## src/rtl/msft_dv_debug_apb_master.sv

```systemverilog
// Debug-path APB4 requester: turns single-beat valid/ready requests into
// APB setup/access transfers and returns data, error and timeout status.
module msft_dv_debug_apb_master #(
   parameter int APB_ADDR_WIDTH = 32,
   parameter int APB_DATA_WIDTH = 32,
   parameter int TIMEOUT_CYCLES = 256
) (
   input  logic                        clk_i,
   input  logic                        rstn_i,
   input  logic                        req_valid_i,
   output logic                        req_ready_o,
   input  logic [APB_ADDR_WIDTH-1:0]   req_addr_i,
   input  logic [APB_DATA_WIDTH-1:0]   req_wdata_i,
   input  logic                        req_write_i,
   input  logic [APB_DATA_WIDTH/8-1:0] req_strb_i,
   output logic                        rsp_valid_o,
   input  logic                        rsp_ready_i,
   output logic [APB_DATA_WIDTH-1:0]   rsp_rdata_o,
   output logic                        rsp_err_o,
   output logic                        rsp_timeout_o,
   output logic                        psel_o,
   output logic                        penable_o,
   output logic                        pwrite_o,
   output logic [APB_ADDR_WIDTH-1:0]   paddr_o,
   output logic [APB_DATA_WIDTH-1:0]   pwdata_o,
   output logic [APB_DATA_WIDTH/8-1:0] pstrb_o,
   input  logic [APB_DATA_WIDTH-1:0]   prdata_i,
   input  logic                        pready_i,
   input  logic                        pslverr_i,
   output logic                        busy_o
);

   localparam int CNT_W = $clog2(TIMEOUT_CYCLES + 1);
   localparam logic [CNT_W-1:0] CNT_LAST = CNT_W'(TIMEOUT_CYCLES - 1);

   typedef enum logic [1:0] {IDLE, SETUP, ACCESS, RESP} state_t;

   state_t           state;
   state_t           state_nxt;
   logic [CNT_W-1:0] cnt;
   logic             accept;
   logic             complete;
   logic             abort;

   always_ff @(posedge clk_i or negedge rstn_i) begin
      if (!rstn_i) state <= IDLE;
      else         state <= state_nxt;
   end

   always_comb begin
      state_nxt   = state;
      req_ready_o = 1'b0;
      psel_o      = 1'b0;
      penable_o   = 1'b0;
      rsp_valid_o = 1'b0;
      busy_o      = 1'b1;
      accept      = 1'b0;
      complete    = 1'b0;
      abort       = 1'b0;
      case (state)
         IDLE: begin
            req_ready_o = 1'b1;
            busy_o      = 1'b0;
            accept      = req_valid_i;
            if (req_valid_i) state_nxt = SETUP;
         end
         SETUP: begin
            psel_o    = 1'b1;
            state_nxt = ACCESS;
         end
         ACCESS: begin
            psel_o    = 1'b1;
            penable_o = 1'b1;
            complete  = pready_i;
            // Checked before the increment so the abort lands on the
            // TIMEOUT_CYCLES-th ACCESS cycle.
            abort     = !pready_i && (cnt == CNT_LAST);
            if (pready_i || abort) state_nxt = RESP;
         end
         RESP: begin
            rsp_valid_o = 1'b1;
            if (rsp_ready_i) state_nxt = IDLE;
         end
         default: state_nxt = IDLE;
      endcase
   end

   // Payload holds from accept until the next accept.
   always_ff @(posedge clk_i or negedge rstn_i) begin
      if (!rstn_i) begin
         paddr_o  <= '0;
         pwdata_o <= '0;
         pwrite_o <= 1'b0;
         pstrb_o  <= '0;
      end else if (accept) begin
         paddr_o  <= req_addr_i;
         pwdata_o <= req_wdata_i;
         pwrite_o <= req_write_i;
         pstrb_o  <= req_write_i ? req_strb_i : '0;
      end
   end

   // Saturating wait-state counter, cleared in SETUP.
   always_ff @(posedge clk_i or negedge rstn_i) begin
      if (!rstn_i) begin
         cnt <= '0;
      end else if (state == SETUP) begin
         cnt <= '0;
      end else if (state == ACCESS && !pready_i && cnt != '1) begin
         cnt <= cnt + 1'b1;
      end
   end

   always_ff @(posedge clk_i or negedge rstn_i) begin
      if (!rstn_i) begin
         rsp_rdata_o   <= '0;
         rsp_err_o     <= 1'b0;
         rsp_timeout_o <= 1'b0;
      end else if (complete) begin
         rsp_rdata_o   <= pwrite_o ? '0 : prdata_i;
         rsp_err_o     <= pslverr_i;
         rsp_timeout_o <= 1'b0;
      end else if (abort) begin
         rsp_rdata_o   <= '0;
         rsp_err_o     <= 1'b1;
         rsp_timeout_o <= 1'b1;
      end
   end

endmodule

```

## config.mk

```make
export PLATFORM = sky130hd
export DESIGN_NAME = msft_dv_debug_apb_master
export DESIGN_NICKNAME = d
export VERILOG_FILES = /design/src/rtl/msft_dv_debug_apb_master.sv
export SDC_FILE = /design/constraint.sdc
export NUM_CORES = 1
export LEC_CHECK = 0
export BUFFER_PORTS_ARGS = -buffer_cell sky130_fd_sc_hd__buf_2
export CORE_MARGIN = 2
export CORE_UTILIZATION = 49
export DETAILED_ROUTE_END_ITERATION = 6
export PLACE_DENSITY = 0.81
export SETUP_SLACK_MARGIN = 0.3
export SLEW_MARGIN = 20
export SYNTH_ARGS = -nofsm -noshare
export SYNTH_HDL_FRONTEND = slang
export SYNTH_SLANG_ARGS = --single-unit
```

## constraint.sdc

```tcl
create_clock -name clk_i -period 4.97 [get_ports clk_i]
set_input_delay 0.497 -clock clk_i [delete_from_list [all_inputs] [get_ports clk_i]]
set_output_delay 0.497 -clock clk_i [all_outputs]
set_load 0.02 [all_outputs]
```

==> out/metrics.cfg, run 1 <==
[status]
status = complete, no violations

[placed_design]
dpl_cell_area_um2 = 5564
dpl.hpwl_mm = 7.570
place_congestion = 0.8205
port_buffers = 214
dp.cells = 610

[floorplan]
io_pins = 215
die_w_um = 98.57
die_h_um = 98.57
die_area_um2 = 9715
core_um2 = 8678
start_util = 0.5049
row_count = 34

[sta]
relSlewSlack = 0.4439
fin_skew_ps = 12.58
finalMaxSlewViolations = 0
rsz0062_at_grt = false
worst_pin_slew_ps = 831.1
min_period_ps = 2408
max_freq_mhz = 415.4
hold_ws_ps = 51.81
final.period_utilization = 0.4844
final-setup-viol-count = 0
hold_viol = 0
fin_tns_setup_ps = 0

[clock_network]
cts_sinks = 114
root_buffer = clkbuf_8
clk_pin_slew_worst_paths_ps = 60
cts.repair.resized = 0
clk_latency_ps = 500
cts.htree.levels = 4
cts_buffers = 17
clock_path_buffers = 2
cts_setup_buffers = 0
cts_tree = built
cts_hold_buf = 0

[worst_setup_path]
critPathRequiredTime_ps = 5350
cp_max_fo = 40
cp_data_arrival_time_ps = 2780
crit_path_end_kind = flip-flop
worstSetupPathType = reg2reg
cp-start-kind = flip-flop

[synthesis]
synth_area_per_cell_um2 = 14.51
synth-main-ff-cell = dfrtp_1
synth-edff-count = 0
syn_nets = 417
synthTopCellsByArea = dfrtp_1, mux2_2, a22o_1, ha_1, a21oi_1
ys_types = 27
syn-cell-area_um2 = 4382
ys_warn_count = 0
syn_inst = 302
yosysSeqAreaShare = 0.6511
synth_top_area_frac = 0.6511
async_reset_ff_frac = 1.000
yosys.area.top_type = dfrtp_1
ys_seq_elements = 114

[pwr]
switchingPower_w = 0.001682
p_total_w = 0.004541
p_leak_nw = 3.159
combPwrFrac = 0.397
powerDensity_nw_per_um2 = 739.5
p_int_w = 0.002859
power_frac_clock = 0.257
p_seq_frac = 0.346
vdd_drop_max_uv = 394.5
netSwitchingFraction = 0.3705

[flow_run]
maxCapViolCount = 0

[route]
drc = 0
wl_mm = 10.52
routed_via_density = 5.230
drt_pass1_iterations = 4
avgRoutedWirePerCell_um = 16.44
via_count = 3347
drtIter0Drc = 62
ant_nets = 0

[finish]
final_cell_mix = buf_2, dfrtp_1, mux2_2
area_growth_pct = 40.15
num-nets-final = 636
final_area_um2 = 6141
regArea_um2 = 2853
fin_cells = 640
num_antenna_cells = 0
final_common_cell = buf_2
multiInputGateArea_um2 = 1458
drive_gt1_frac = 0.5921
n_fill_cell = 672

[global_routing]
grt_max_degree = 60
grt_overflow = 0
first_global_vias = 3551
grt_first_pass_wirelength_mm = 17.04
antenna_found_initial = 0
grt_util_all_layers = 0.2234

[worst_hold_path]
min_path_type = in2async

## kinds of logic (layout without fill, tap and decap cells)
family,after synthesis,count (layout),share of synthesized area
buffers and inverters,24,254,0.02113
AO/OA/AOI/OAI,56,56,0.09537
AND/OR/NAND/NOR,32,32,0.03570
XOR/XNOR,1,1,0.001999
adder cells (fa/ha/maj),8,8,0.02285
multiplexers,67,67,0.1719
flip-flops,114,114,0.6511
## Yosys cell counts, drive strengths merged, types with 2 or more instances
cell type    n
nand2       13
dfrtp      114
a22o        32
ha           8
or4          3
clkbuf      14
buf          2
or3          3
o31ai        3
a21oi       10
o21ai        8
nand3        3
nor2         6
inv          8
mux2        66
## power by group through the flow
stage / logic [W] / registers [W] / clock network [W]
floorplan: 0.000662 / 0.00208 / 0
global placement: 0.00176 / 0.00155 / 0
detailed placement: 0.00182 / 0.00158 / 0
CTS: 0.00183 / 0.00158 / 0.00119
global route: 0.00192 / 0.00163 / 0.00123
finish: 0.00180 / 0.00157 / 0.00117
## critical path, stage by stage (launching register included)
cell	delay [ps]
dfrtp_1	400
inv_1	100
ha_1	260
nand2_2	550
buf_4	540
mux2_2	400
## worst paths after layout
kind	startpoint	to	slack [ps]	depth (start not counted)
worst max-delay path	state[0]	pwdata_o[11]	2560	5
worst min register to register	pstrb_o[2]	pstrb_o[2]	470	2
worst max register to register	state[0]	pwdata_o[11]	2560	5
min in group clk_i	prdata_i[6]	rsp_rdata_o[6]	210	2
worst min-delay path	rstn_i	rsp_rdata_o[22]	50	1
max in group asynchronous	rstn_i	pwdata_o[29]	3680	2
## layout make-up
class,count,share of cell area
clock buffer,22,0.07702
clock inverter,8,0.01691
inverter,8,0.004890
multi-input combinational,164,0.2374
sequential,114,0.4645
tap,108,0.02200
timing repair buffer,216,0.1773
## metal layers
layer,part of all wire,global-route usage,vias up
li1,-,-,1523
met1,0.38,0.2505,1656
met2,0.53,0.3768,135
met3,0.060,0.08369,33
met4,0.037,0.1085,0
met5,0,0,-
## through the flow
step | setup slack, ps | utilization
detailed placement | 2548 | 0.6411
CTS | 2524 | 0.7076
global route | 2390 | 0.7076
finish | 2562 | 0.7076
global placement | 2649 | 0.6397
floorplan | 2915 | -
## registers in the layout (all words and copies together) (netlist names)
signal / flops
cnt: 9
rsp_timeout_o: 1
pstrb_o: 4
pwdata_o: 32
rsp_rdata_o: 32
rsp_err_o: 1
pwrite_o: 1
state: 2
paddr_o: 32
Power figures use the tool's default switching activity.
==> run 2: changes to the inputs <==
Settings changed: ABC_AREA set to 1, CORE_UTILIZATION 49 to 47, PLACE_DENSITY 0.81 to 0.76.
Clock period 4.97 ns to 2.37 ns, I/O delays scaled along.
==> run 2 against run 1 <==
  * Wire length increased by 38%
  * Total power up 110%
  * Clock power is 140% higher
  * Cell area increased by 22%
  * Non-clock buffer count grew 104
  * Critical path depth grew 6
  * First-iteration DRC count grew to 2.8 times the previous value
  * Synthesized area up 6.0%
  * Global-route usage is 4.7 points higher
  * Utilization rose by 6.3 points
  * Clock skew is 0.74 ps lower
  * Largest power group unchanged
==> out/metrics.cfg, run 2 <==
[sta]
fin_tns_setup_ps = 0
worst_pin_slew_ps = 734.1
final.period_utilization = 0.7966
fin_skew_ps = 11.84
max_freq_mhz = 529.7
relSlewSlack = 0.5106
finalMaxSlewViolations = 0
min_period_ps = 1888
final-setup-viol-count = 0
worst_slack_ps = 482.1
rsz0062_at_grt = false
hold_viol = 0

[placed_design]
place_congestion = 0.8315
port_buffers = 214
dpl_worst_slack_ps = 336.3
dpl.hpwl_mm = 8.346

[route]
routed_via_density = 4.841
wl_met3_um = 815
drt_pass1_iterations = 5
ant_nets = 0
drc = 0
avgRoutedWirePerCell_um = 14.69
routed.top_layer = met4
drtIter0Drc = 173
wl_mm = 14.54
dr_wl_met2_mm = 7.673
wl_met1_mm = 5.572
via_count = 4793

[clock_network]
cts_sinks = 114
cts.htree.levels = 4
cts_tree = built
cts_setup_buffers = 0
clk_latency_ps = 500
cts_buffers = 17
clk_pin_slew_worst_paths_ps = 50
clock_path_buffers = 2
root_buffer = clkbuf_8

[finish]
n_fill_cell = 637
final_util = 0.7711
num-nets-final = 958
final_common_cell = nand2_1
area_growth_pct = 60.82
largestRegisters = paddr_o x32, pwdata_o x32, rsp_rdata_o x32
drive_gt1_frac = 0.3014
final_cell_mix = nand2_1, buf_2, dfrtp_1

[worst_setup_path]
critPathRequiredTime_ps = 2750
worstSetupPathType = reg2reg
cp_max_fo = 9
critPathBufInv = 1
cp_data_arrival_time_ps = 2260
crit_family = simple AND/OR/NAND/NOR gates
crit_path_top_delay_cell = dfrtp_1
crit_path_end_kind = flip-flop
cp-start-kind = flip-flop
cp_cell_sequence = ha_1 -> nand3_1 -> nor2_1 -> nand2_1 -> nor2_2 -> ha_1 -> inv_1 -> nand3b_4 -> nand2_1 -> a21oi_1 -> nor2_1
cp_slowest_stage_delay_ps = 390

[flow_run]
maxCapViolCount = 0

[pwr]
p_leak_nw = 4.158
vdd_drop_max_uv = 706.7
powerDensity_nw_per_um2 = 1303
p_total_w = 0.009728

[floorplan]
start_util = 0.4795
die_w_um = 103.4
die_h_um = 103.4
row_count = 36
core_um2 = 9684
io_pins = 215
die_area_um2 = 10690

[synthesis]
synth_fa_ha_area_frac = 0.02156
syn_nets = 642
ys_warn_count = 0
synth_area_per_cell_um2 = 8.811
synth_mux_area_frac = 0
syn-cell-area_um2 = 4643
syn_inst = 527
ys_seq_elements = 114
async_reset_ff_frac = 1.000
synth_xor_xnor_area_share = 0.001886
synth.most_common_cell = nand2_1
synthTopCellsByArea = dfrtp_1, nand2_1, o21ai_1, ha_1, buf_6
synth-edff-count = 0
synth-main-ff-cell = dfrtp_1
yosys.area_share.simple = 0.2625
yosysSeqAreaShare = 0.6144
synth_common_cells = nand2_1, dfrtp_1, o21ai_1, nor2_1, inv_1
synth-compound-area-share = 0.05255
synth_top_family_by_area = simple AND/OR/NAND/NOR gates
yosys.area.top_type = dfrtp_1
synth_top_area_frac = 0.6144
ys_types = 19

[global_routing]
grt_max_degree = 73
grt_overflow = 0
grt_util_all_layers = 0.2701
antenna_found_initial = 0
first_global_vias = 4826
grt_first_pass_wirelength_mm = 22.08

[status]
status = complete, no violations

[worst_hold_path]
min_path_type = in2reg

==> run 2: stage by stage <==
stage	hold WS, ps	cells	instance area, µm²
final	27.15	990	7467
after global routing	4.745	989	7465
after floorplan	-58.59	527	4643
after global placement	299.9	857	5804
after CTS	4.365	989	7457
after detailed placement	310.8	857	5804
==> run 2: what timing repair did <==
item                                   4_1_cts  5_1_grt
hold buffers                               100        0
endpoints found under the hold margin      149        0
gates resized for setup                      0        4
setup endpoints to repair                    0       34
==> run 2: cells by family after synthesis <==
group | Yosys count
simple gates | 315
buf+inv | 41
xor+xnor | 1
flops | 114
fa+ha+maj | 8
compound gates | 48
==> run 2: per-layer routing <==
layer  GRT usage  vias up
li1            -     2259
met1      0.3057     2275
met2      0.4779      221
met3     0.06519       38
met4      0.1306        0
met5           0        -
==> run 2: worst paths after layout <==
check	startpoint	end	slack (ps)	cells after the start
setup reg to reg	cnt[0]	cnt[7]	480	11
min in group asynchronous	rstn_i	paddr_o[3]	310	2
max in group asynchronous	rstn_i	rsp_rdata_o[22]	1330	3
hold / removal	prdata_i[31]	rsp_rdata_o[31]	30	3
setup / recovery	cnt[0]	cnt[7]	480	11
hold reg to reg	pwdata_o[25]	pwdata_o[25]	480	2
==> run 2: where the power goes <==
group	total, W	leakage, nW	switching, W	internal [W]
Combinational	0.00376	2.39	0.00251	0.00125
Sequential	0.00319	1.45	0.000457	0.00274
Clock	0.00277	0.314	0.000851	0.00192
Total	0.00973	4.16	0.00382	0.00591
==> run 2: tightest hold or removal path: cells and delay by family <==
kind,cells,cell delay [ps]
compound gates,1,70
simple gates,1,60
buf+inv,1,100
==> run 2: final cells by class <==
class	instances	area, µm²	area share
antenna	1	2.502	0.0003351
clock inverter	9	175.2	0.02346
multi-input combinational	372	1577	0.2111
sequential	114	2853	0.3820
timing repair buffer	320	2145	0.2872
clock buffer	23	476.7	0.06384
tap	133	166.4	0.02229
inverter	18	72.57	0.009719
